**config.mk**
```make
export PLATFORM = sky130hd
export DESIGN_NAME = button_conditioner
export DESIGN_NICKNAME = d
export VERILOG_FILES = /design/src/rtl/button_conditioner.sv
export SDC_FILE = /design/constraint.sdc
export NUM_CORES = 1
export LEC_CHECK = 0
export ABC_CLOCK_PERIOD_IN_PS = 9000
export BUFFER_PORTS_ARGS = -buffer_cell sky130_fd_sc_hd__buf_2
export CORE_MARGIN = 2
export CORE_UTILIZATION = 50
export CTS_BUF_LIST = sky130_fd_sc_hd__clkbuf_4
export CTS_CLUSTER_DIAMETER = 150
export CTS_CLUSTER_SIZE = 25
export DETAILED_ROUTE_END_ITERATION = 16
export PLACE_DENSITY = 0.72
export SLEW_MARGIN = 20
export SYNTH_ARGS = -nofsm -noshare
export SYNTH_HDL_FRONTEND = slang
export SYNTH_SLANG_ARGS = --single-unit
```
**constraint.sdc**
```tcl
create_clock -name clock -period 9 [get_ports clock]
set_input_delay 1.35 -clock clock [delete_from_list [all_inputs] [get_ports clock]]
set_output_delay 1.35 -clock clock [all_outputs]
set_load 0.05 [all_outputs]
```
**src/rtl/button_conditioner.sv**
```systemverilog
// rtl/button_conditioner.sv - multi-channel button synchroniser, debounce filter, edge pulses and auto-repeat
module button_conditioner #(
    parameter int NUM_CH          = 5,
    parameter int DEBOUNCE_CYCLES = 1000000,
    parameter int REPEAT_DELAY    = 12500000,
    parameter int REPEAT_RATE     = 2500000
) (
    input  logic              clock,
    input  logic              reset,
    input  logic [NUM_CH-1:0] noisy_in,
    input  logic [NUM_CH-1:0] repeat_en,
    output logic [NUM_CH-1:0] clean_out,
    output logic [NUM_CH-1:0] press_pulse,
    output logic [NUM_CH-1:0] release_pulse,
    output logic [NUM_CH-1:0] repeat_pulse,
    output logic [NUM_CH-1:0] action_pulse
);

    localparam int CW   = $clog2(DEBOUNCE_CYCLES + 1);
    localparam int RMAX = (REPEAT_DELAY > REPEAT_RATE) ? REPEAT_DELAY : REPEAT_RATE;
    localparam int RW   = $clog2(RMAX + 1);

    localparam logic [CW-1:0] DEB_LAST   = CW'(DEBOUNCE_CYCLES - 1);
    localparam logic [RW-1:0] DELAY_LAST = RW'(REPEAT_DELAY - 1);
    localparam logic [RW-1:0] RATE_LAST  = RW'(REPEAT_RATE - 1);

    typedef enum logic [1:0] {
        IDLE   = 2'd0,
        DELAY  = 2'd1,
        REPEAT = 2'd2
    } rep_state_t;

    for (genvar i = 0; i < NUM_CH; i++) begin : g_ch
        logic          sync1;
        logic          sync2;
        logic          clean;
        logic          press_q;
        logic          rel_q;
        logic          rep_q;
        logic [CW-1:0] count;
        logic          flip;
        rep_state_t    state;
        rep_state_t    state_n;
        logic [RW-1:0] rcount;
        logic [RW-1:0] rcount_n;
        logic          rep_n;

        // flip marks the edge on which the filter accepts the new level
        assign flip = (sync2 != clean) && (count == DEB_LAST);

        always_ff @(posedge clock or posedge reset) begin
            if (reset) begin
                sync1 <= 1'b0;
                sync2 <= 1'b0;
            end else begin
                sync1 <= noisy_in[i];
                sync2 <= sync1;
            end
        end

        always_ff @(posedge clock or posedge reset) begin
            if (reset) begin
                clean   <= 1'b0;
                count   <= '0;
                press_q <= 1'b0;
                rel_q   <= 1'b0;
            end else begin
                press_q <= flip & sync2;
                rel_q   <= flip & ~sync2;
                if (sync2 == clean) begin
                    count <= '0;
                end else if (flip) begin
                    clean <= sync2;
                    count <= '0;
                end else begin
                    count <= count + CW'(1);
                end
            end
        end

        always_ff @(posedge clock or posedge reset) begin
            if (reset) begin
                state  <= IDLE;
                rcount <= '0;
                rep_q  <= 1'b0;
            end else begin
                state  <= state_n;
                rcount <= rcount_n;
                rep_q  <= rep_n;
            end
        end

        // release or disable wins over any counter expiry on the same edge
        always_comb begin
            state_n  = state;
            rcount_n = rcount;
            rep_n    = 1'b0;
            if ((flip && !sync2) || !repeat_en[i]) begin
                state_n  = IDLE;
                rcount_n = '0;
            end else begin
                case (state)
                    IDLE: begin
                        if (flip && sync2) begin
                            state_n  = DELAY;
                            rcount_n = '0;
                        end
                    end
                    DELAY: begin
                        if (rcount == DELAY_LAST) begin
                            rep_n    = 1'b1;
                            state_n  = REPEAT;
                            rcount_n = '0;
                        end else begin
                            rcount_n = rcount + RW'(1);
                        end
                    end
                    REPEAT: begin
                        if (rcount == RATE_LAST) begin
                            rep_n    = 1'b1;
                            rcount_n = '0;
                        end else begin
                            rcount_n = rcount + RW'(1);
                        end
                    end
                    default: begin
                        state_n  = IDLE;
                        rcount_n = '0;
                    end
                endcase
            end
        end

        assign clean_out[i]     = clean;
        assign press_pulse[i]   = press_q;
        assign release_pulse[i] = rel_q;
        assign repeat_pulse[i]  = rep_q;
    end

    assign action_pulse = press_pulse | repeat_pulse;

endmodule

```
==> summary.md <==
| Metric | Value |
|---|---|
| F_max | `roughly 320 MHz` |
| Post-route cell area | `0.0146 mm²` |
| Crit-path slowest cell | `o211a_1` |
| Die Ht | `172 µm` |
| Post-route DRC | `0` |
| Post-CTS Hold Fix Bufs | `0` |
| Number of port buffers | `36` |
| Final cell count without fillers | `between 1,500 and 2,000` |
| Clk_lat worst skew | `0.69 ns` |
| Max-cap viol count | `0` |
| Routed wire length | `about 28 mm` |
| Crit Path Max Fanout | `30` |
| Final hold vios | `0` |
| Worst r2r dst | `g_ch[2].rcount[22]` |
| Post-CTS setup buffer count | `0` |
| Power Dens Cells | `143 mW/mm²` |
| # fillers | `around 2,600` |
| Max-slew violations | `0` |
| Ports | `37` |
| Worst path required time | `9.63 ns` |
| Slowest stage delay, CP | `slightly above 0.6 ns` |
| Placed Cells | `1,868` |
| Wirelength per Cell | `14.7 µm` |
| Kind of critical path | `reg -> reg` |
| Max IR drop VDD | `between 0.1 and 0.15 mV` |
| Clock transition at path regs | `0.25 ns` |
| Core area | `0.0278 mm²` |
| Post-Syn Area | `0.0141 mm²` |
| Main area contributors after synthesis | `dfrtp_1 46%, nand3_1 4.9%, nand2_1 4.5%` |
| Outcome | `complete, no violations` |
| Post-route setup TNS | `0 ns` |
| Clock Tree Buf Depth | `3` |
| Slew @ Worst Pin | `~1.0 ns` |
| Row cnt | `~60` |
| Worst path arrival time | `3.72 ns` |
| Die ar. | `0.0296 mm²` |
| Warnings from Yosys | `0` |
| Root buffer cell | `clkbuf_4` |
| Top cell type's share of synthesized area | `0.461` |
| Placed inst area | `0.0145 mm²` |
| First-pass iteration count of the detailed router | `5` |
| Starting DRT DRC Count | `616` |
| Critical path cell sequence | `or4b_1, or4_4, o211a_1, or4_1, a21oi_1, a21o_1` |
| Nets | `1,551` |
| Vias in the first global route | `10,500` |
| CTS Sinks | `between 200 and 300` |
| Period utilization | `0.344` |
| RSZ-0062 raised after global routing | `no` |
| Initial antenna violation count | `1` |
| EDFF count, synth | `0` |
| FF-to-FF Start | `g_ch[2].count[11]` |
| Die width | `172 µm` |
| Cell taking the most area after synthesis | `dfrtp_1` |
| CP Capture Point | `g_ch[2].rcount[22]` |
| Hold WS | `0.372 ns` |
| Period minus WS final | `roughly 3.1 ns` |
| Mapped Avg Cell Area | `around 9.3 µm²` |
| Setup crit start | `g_ch[2].count[11]` |
| Hold Crit Class | `reg -> reg` |
| Area growth syn-to-layout | `3.63%` |
| Final setup viols | `0` |
| R2R setup slack | `5.91 ns` |
| Cells after synthesis | `1,514` |
| Largest net degree at the start of global routing | `131` |
| Post_cts resized | `0` |
| Top_reg_cell synth | `dfrtp_1` |
| Routed vias | `11,100` |
| First-pass GRT wire length | `48.6 mm` |
| Vias per Instance | `5.87` |
| Synth async-reset ratio | `1.00` |
| #FFs+latches synth | `260` |
| TritonCTS clock tree | `built` |
| Overall Global Routing Usage | `0.192` |
| Syn Nets | `1,559` |
| Leakage | `6.08 nW` |
| R2R cell count | `6` |
| Detailed placer's ending HPWL | `around 18 mm` |
| Total gr overflow | `0` |
| Post-route antenna net violation count | `0` |
| Worst setup SP type | `flop` |
| Initial Util | `0.508` |
| Count of cell types in the netlist | `74` |
| Layout cells sized above 1 | `0.0730` |
| H-tree levels | `1` |
| CTS buffer count | `14` |
| Slew HR | `0.305` |
| Register area share after synthesis | `0.461` |
| Final Wtd Congestion | `0.830` |
| Clk_skew | `0.0479 ns` |
| Crit path capture type | `flop` |
==> routing by layer <==
metal,routed length (µm),vias to the layer above,part of all wire,track usage
met1,13500,5425,0.49,0.268
met3,881,22,0.032,0.0201
li1,-,5448,-,-
met5,0,-,0,0
met2,13000,163,0.47,0.327
met4,353,0,0.013,0.0380
==> logic make-up (layout without fill, tap and decap cells) <==
group / after synthesis / after routing / synth area share
simple gates: 765 / 765 / 0.285
flops: 260 / 260 / 0.461
compound gates: 240 / 240 / 0.121
mux: 9 / 9 / 0.00674
other cells: 0 / 1 / 0
fa+ha+maj: 33 / 33 / 0.0293
xor+xnor: 96 / 96 / 0.0596
buf+inv: 111 / 103 / 0.0370
==> synth_stat cells, drive strengths merged, types with 20 or more instances <==
library cell,n
nor2,153
o311ai,41
nor4,36
and2,28
clkbuf,40
nand3,140
a21oi,29
buf,31
or3,20
nand2,169
dfrtp,260
nor3,21
and3,38
ha,33
xor2,55
xnor2,41
inv,40
o21ai,52
nand4,48
a21o,24
==> layout by cell type (no fill, tap or decap), types with 19 or more instances in the layout <==
cell type	n
nor3_1	21
nand4_1	48
a21oi_1	28
o311ai_0	31
and3_1	38
a21o_1	24
inv_1	39
o21ai_0	51
nor2_1	153
and2_1	27
nor4_1	32
ha_1	33
nand2_1	168
nand3_1	139
xnor2_1	41
or3_1	19
buf_2	36
xor2_1	55
dfrtp_1	260
==> how the worst min path moves through the flow <==
stage | startpoint | endpoint | slack [ns] | depth (start not counted)
after floorplan | g_ch[0].sync1 | g_ch[0].sync2 | 0.33 | 0
after global placement | g_ch[1].sync1 | g_ch[1].sync2 | 0.33 | 0
after detailed placement | g_ch[3].sync1 | g_ch[3].sync2 | 0.33 | 0
after CTS | g_ch[3].sync1 | g_ch[3].sync2 | 0.37 | 0
after global routing | g_ch[3].sync1 | g_ch[3].sync2 | 0.38 | 0
final | g_ch[3].sync1 | g_ch[3].sync2 | 0.37 | 0
==> where the power goes <==
part           internal (mW)  switching [mW]  leakage [nW]  total, mW
combinational          0.131           0.296          2.41      0.427
clock                 0.0824           0.351        0.0763      0.434
sequential              1.20          0.0305          3.59       1.23
total                   1.42           0.677          6.08       2.09
==> worst max-delay path: cells and delay by family (launching register included) <==
kind / cells / cell delay [ns]
compound gates: 3 / 0.86
flops: 1 / 0.48
simple gates: 3 / 1.70
==> state kept, by name, indices dropped and copies added, names as in the netlist <==
register / flops
g_ch.rcount: 120
g_ch.count: 100
g_ch.state: 10
g_ch.clean: 5
g_ch.press_q: 5
g_ch.rel_q: 5
g_ch.rep_q: 5
g_ch.sync1: 5
g_ch.sync2: 5
==> metrics by stage <==
| step | utilization | setup slack [ns] | power [mW] |
|---|---|---|---|
| floorplan | - | 0.495 | 1.58 |
| global placement | 0.522 | 5.79 | 1.67 |
| detailed placement | 0.522 | 5.70 | 1.68 |
| CTS | 0.526 | 5.91 | 2.12 |
| global route | 0.527 | 5.75 | 2.22 |
| finish | 0.527 | 5.91 | 2.09 |
==> area by class of cell <==
type,count,area [µm²],share of cell area
diodes,1,2.50,0.000171
clock buffers,15,113,0.00770
clock inverters,1,16.3,0.00111
inverters,40,158,0.0108
multi-input cells,1143,7100,0.485
flip-flops and latches,260,6510,0.445
well taps,378,473,0.0323
repair buffers,47,263,0.0180
No activity file was read; power rests on OpenSTA's default activity.
